**src/rtl/reg_xfer_pkg.sv**
```systemverilog
`default_nettype none
// +----------------------------------------------------------------------+
// | reg_xfer_pkg : shared encodings for the register-transfer sequencer  |
// | Revision     : 1.0                                                   |
// +----------------------------------------------------------------------+
package reg_xfer_pkg;

  localparam int DEF_DATA_W = 8;
  localparam int DEF_ADDR_W = 2;

  typedef enum logic [1:0] {
    OP_LDI  = 2'b00,
    OP_MOV  = 2'b01,
    OP_SWAP = 2'b10,
    OP_RD   = 2'b11
  } op_e;

  typedef logic [2:0] state_t;

  localparam state_t IDLE = 3'd0;
  localparam state_t RD_A = 3'd1;
  localparam state_t RD_B = 3'd2;
  localparam state_t WR_A = 3'd3;
  localparam state_t WR_B = 3'd4;

endpackage : reg_xfer_pkg
`default_nettype wire

```
**src/rtl/reg_xfer_ctrl.sv**
```systemverilog
`default_nettype none
// +----------------------------------------------------------------------+
// | reg_xfer_ctrl : expands LDI/MOV/SWAP/RD into register-file cycles    |
// | Revision      : 1.0                                                  |
// +----------------------------------------------------------------------+
module reg_xfer_ctrl
  import reg_xfer_pkg::*;
#(
  parameter int DATA_W = DEF_DATA_W,
  parameter int ADDR_W = DEF_ADDR_W
) (
  input  logic              clk,
  input  logic              rst,
  input  logic              cmd_valid,
  output logic              cmd_ready,
  input  logic [1:0]        cmd_op,
  input  logic [ADDR_W-1:0] cmd_dst,
  input  logic [ADDR_W-1:0] cmd_src,
  input  logic [DATA_W-1:0] cmd_imm,
  output logic              done,
  output logic              busy,
  output logic [DATA_W-1:0] rd_data,
  output logic              rf_wr,
  output logic              rf_rd,
  output logic [ADDR_W-1:0] rf_ra,
  output logic [DATA_W-1:0] rf_din,
  input  logic [DATA_W-1:0] rf_x
);

  state_t              state_q, state_d;
  op_e                 op_q, op_d;
  logic [ADDR_W-1:0]   dst_q, dst_d;
  logic [ADDR_W-1:0]   src_q, src_d;
  logic [DATA_W-1:0]   imm_q, imm_d;
  logic [DATA_W-1:0]   tmp_a_q, tmp_a_d;
  logic [DATA_W-1:0]   tmp_b_q, tmp_b_d;
  logic [DATA_W-1:0]   rd_data_q, rd_data_d;
  logic                done_q, done_d;

  always_comb begin
    state_d   = state_q;
    op_d      = op_q;
    dst_d     = dst_q;
    src_d     = src_q;
    imm_d     = imm_q;
    tmp_a_d   = tmp_a_q;
    tmp_b_d   = tmp_b_q;
    rd_data_d = rd_data_q;
    done_d    = 1'b0;
    case (state_q)
      IDLE: begin
        if (cmd_valid) begin
          op_d    = op_e'(cmd_op);
          dst_d   = cmd_dst;
          src_d   = cmd_src;
          imm_d   = cmd_imm;
          state_d = (op_e'(cmd_op) == OP_LDI) ? WR_A : RD_A;
        end
      end
      RD_A: begin
        tmp_a_d = rf_x;
        case (op_q)
          OP_MOV:  state_d = WR_A;
          OP_SWAP: state_d = RD_B;
          default: begin
            rd_data_d = rf_x;
            state_d   = IDLE;
            done_d    = 1'b1;
          end
        endcase
      end
      RD_B: begin
        tmp_b_d = rf_x;
        state_d = WR_A;
      end
      WR_A: begin
        if (op_q == OP_SWAP) begin
          state_d = WR_B;
        end else begin
          state_d = IDLE;
          done_d  = 1'b1;
        end
      end
      WR_B: begin
        state_d = IDLE;
        done_d  = 1'b1;
      end
      default: state_d = IDLE;
    endcase
  end

  always_ff @(posedge clk or posedge rst) begin
    if (rst) begin
      state_q   <= IDLE;
      op_q      <= OP_LDI;
      dst_q     <= '0;
      src_q     <= '0;
      imm_q     <= '0;
      tmp_a_q   <= '0;
      tmp_b_q   <= '0;
      rd_data_q <= '0;
      done_q    <= 1'b0;
    end else begin
      state_q   <= state_d;
      op_q      <= op_d;
      dst_q     <= dst_d;
      src_q     <= src_d;
      imm_q     <= imm_d;
      tmp_a_q   <= tmp_a_d;
      tmp_b_q   <= tmp_b_d;
      rd_data_q <= rd_data_d;
      done_q    <= done_d;
    end
  end

  // Port drive depends only on flops so it is settled well before the RF negedge.
  always_comb begin
    rf_wr  = 1'b1;
    rf_rd  = 1'b0;
    rf_ra  = '0;
    rf_din = '0;
    case (state_q)
      RD_A: rf_ra = src_q;
      RD_B: rf_ra = dst_q;
      WR_A: begin
        rf_wr  = 1'b0;
        rf_rd  = 1'b1;
        rf_ra  = dst_q;
        rf_din = (op_q == OP_LDI) ? imm_q : tmp_a_q;
      end
      WR_B: begin
        rf_wr  = 1'b0;
        rf_rd  = 1'b1;
        rf_ra  = src_q;
        rf_din = tmp_b_q;
      end
      default: ;
    endcase
  end

  assign cmd_ready = (state_q == IDLE);
  assign busy      = (state_q != IDLE);
  assign done      = done_q;
  assign rd_data   = rd_data_q;

endmodule : reg_xfer_ctrl
`default_nettype wire

```
**config.mk**
```make
export PLATFORM = sky130hd
export DESIGN_NAME = reg_xfer_ctrl
export DESIGN_NICKNAME = d
export VERILOG_FILES = /design/src/rtl/reg_xfer_pkg.sv /design/src/rtl/reg_xfer_ctrl.sv
export SDC_FILE = /design/constraint.sdc
export NUM_CORES = 1
export LEC_CHECK = 0
export CAP_MARGIN = 20
export CORE_ASPECT_RATIO = 1.1
export CORE_MARGIN = 1
export CORE_UTILIZATION = 55
export CTS_BUF_LIST = sky130_fd_sc_hd__clkbuf_8
export DETAILED_ROUTE_END_ITERATION = 7
export PLACE_DENSITY = 0.95
export SLEW_MARGIN = 5
export SYNTH_ARGS = -nofsm -noshare
export SYNTH_HDL_FRONTEND = slang
export SYNTH_SLANG_ARGS = --single-unit
```
**constraint.sdc**
```tcl
create_clock -name clk -period 2.95 [get_ports clk]
set_input_delay 0.59 -clock clk [delete_from_list [all_inputs] [get_ports clk]]
set_output_delay 0.59 -clock clk [all_outputs]
set_load 0.05 [all_outputs]
```
==> out/results.ini <==
[run_status]
status=completed

[critical_path]
crit_cells=3
cp_num_buf_inv=2
worst_r2r_path_depth=3
crit_path_top_delay_cell=clkdlybuf4s50_1
path_max_fanout=12
cp.required_ps=2360
cp_data_arrival_time_ps=2110
end_kind=output port
startpoint_type=register
crit_family=buffers and inverters
crit_type=reg -> out
slowest_delay_ps=790
crit_chain=or3_1, inv_1, clkdlybuf4s50_1

[finish]
diodes=0
drive_above_1_share_pct=36.5
nets=219
syn2layout_area_growth_pct=36.0

[synth]
synth_edf_count=0
syn_area_per_cell_sq_um=14.4
synth_nets=165
synth_ff_type=dfrtp_1
ys_seq_elements=42
synthArstFlopShare_pct=100
syn_inst=137
synth_top_area_share_pct=53.3
yosysTopAreaCell=dfrtp_1
ys_seq_area_share_pct=53.3
synth_area_leaders=dfrtp_1, mux2_2, mux2i_1
yosysWarnings=0
yosysUniqueCellTypes=30
synthesis.area_sq_mm=0.00197

[clock_tree]
cts_hold_buf=0
clk_path_buf_depth=2
cts_repair_resize_count=0
clk_latency_ps=300
clkTransAtPathRegs_ps=90
cts_tree=done
cts_num_sinks=42
numCtsBuffers=5
htree_levels=2
cts_root_buffer=clkbuf_8
cts_setup_buffers=0

[timing]
drv_slew=0
worst_slew_pin_slew_ps=735
skew_ps=9.21
max_freq_ghz=0.371
post-route-min-period_ps=2700
layout_setup_ws_ps=251
relSlewSlack_pct=50.8
tns_ps=0
finalHoldViolCount=0
period_share_pct=91.5
rsz0062_at_grt=false
worst_hold_slack_ps=508
finalSetupViolCount=0

[global_routing]
grt_max_degree=43
antenna_found_initial=0
grtUsageTotal_pct=26.5
overflow=0
grt_pass1_vias=1439
grt_pass1_wl_microns=7130

[routing]
first_pass_iters=4
vias_per_cell=5.61
wl_per_cell_microns=18.3
route.vias.total=1346
dr.first_iter.drc_count=83
drt_wl_total_microns=4400
ant_nets=0
drc=0

[placed_design]
portBuffers=47
detailed_place_hpwl_microns=3150
preCtsSetupSlack_ps=597
routabilityCongestion=0.820

[die]
start_util_pct=58.2
fp.dieW_microns=59.1
die_y_microns=64.8
dieArea_sq_mm=0.00383
rows=22
core_sq_mm=0.00339
ioPinCount=48

[power_and_ir_drop]
leakagePower_uw=0.00112
power.density_mw_per_mm2=1340
ir_worst_vdd_mv=0.883
power_uw=3590

[run]
maxCapViolCount=0

[hold_path]
hold_path.class=reg -> reg
hold_path_depth=1

-- cells in the final DEF (no fill, tap or decap), types with 2 or more instances in the layout --
cell type        count
dfrtp_1             42
mux2_2              38
clkdlybuf4s50_1     37
buf_12               9
mux2i_1              8
o2bb2ai_1            8
buf_4                8
inv_1                5
clkbuf_8             5
nand2b_1             3
ha_1                 3
nor4b_4              2
nor3b_4              2
nand3b_1             2
nand2_1              2
-- metal layers --
metal / vias up / global-route usage [%] / share of wire [%]
met1: 704 / 30.5 / 40
met2: 32 / 46.4 / 54
li1: 603 / - / -
met4: 0 / 8.33 / 1.5
met3: 7 / 7.98 / 4.3
met5: - / 0 / 0
-- sequential cells by signal, indices dropped and copies added, names as in the netlist --
signal and flops:
imm_q 8, op_q 2, tmp_b_q 8, src_q 2, rd_data 8, done 1, state_q 3, dst_q 2
tmp_a_q 8
-- layout make-up --
type	instances	area (sq um)
Inverter	5	18.8
Sequential cell	42	1050
Tap cell	48	60.1
Clock inverter	3	21.3
Clock buffer	5	68.8
Fill cell	206	704
Multi-Input combinational cell	83	851
Timing Repair Buffer	54	611
-- logic make-up (layout without fill, tap and decap cells) --
logic type | Yosys count | in the layout | share of synthesized area (%)
multiplexers | 46 | 46 | 25.8
flip-flops | 42 | 42 | 53.3
AND/OR/NAND/NOR | 18 | 18 | 8.88
AO/OA/AOI/OAI | 15 | 15 | 6.16
buffers and inverters | 12 | 67 | 3.55
adder cells (fa/ha/maj) | 3 | 3 | 1.90
XOR/XNOR | 1 | 1 | 0.444
-- per-stage QoR --
step | std cells | util [%] | cell area, sq um
final | 240 | 79.2 | 2680
after global routing | 240 | 79.2 | 2680
after CTS | 240 | 79.2 | 2680
after detailed placement | 232 | 76.5 | 2590
after global placement | 232 | 76.5 | 2590
after floorplan | 137 | - | 1970
-- worst reg2reg max path: cells and delay by family, from the launching register on --
kind | cells | cell delay (ps)
AND/OR/NAND/NOR | 1 | 690
flip-flops | 1 | 520
multiplexers | 1 | 420
buffers and inverters | 1 | 240
-- path summary, 6_finish.rpt --
| path | start | endpoint | slack (ps) |
|---|---|---|---|
| max | state_q[1]$_DFFE_PP0P_ | cmd_ready | 250 |
| min | imm_q[0]$_DFFE_PP0P_ | imm_q[0]$_DFFE_PP0P_ | 510 |
| max reg2reg | state_q[1]$_DFFE_PP0P_ | rd_data[7]$_DFFE_PP0P_ | 950 |
| min reg2reg | imm_q[0]$_DFFE_PP0P_ | imm_q[0]$_DFFE_PP0P_ | 510 |
| max in group asynchronous | rst | rd_data[7]$_DFFE_PP0P_ | 1870 |
| min in group asynchronous | rst | op_q[1]$_DFFE_PP0P_ | 710 |
-- report_power, final --
group / switching [uW] / leakage [uW] / internal (uW)
sequential: 195 / 0.000498 / 874
clock: 206 / 0.0000441 / 166
combinational: 1170 / 0.000574 / 977
total: 1570 / 0.00112 / 2020
-- synthesized netlist by cell type (all sizes together) (2+ instances only) --
master	instances
nand2	2
dfrtp	42
o2bb2ai	8
mux2	38
buf	6
nand3b	2
nand2b	3
mux2i	8
nor3b	3
ha	3
nor4b	2
inv	5
(Power assumes the default switching activity.)
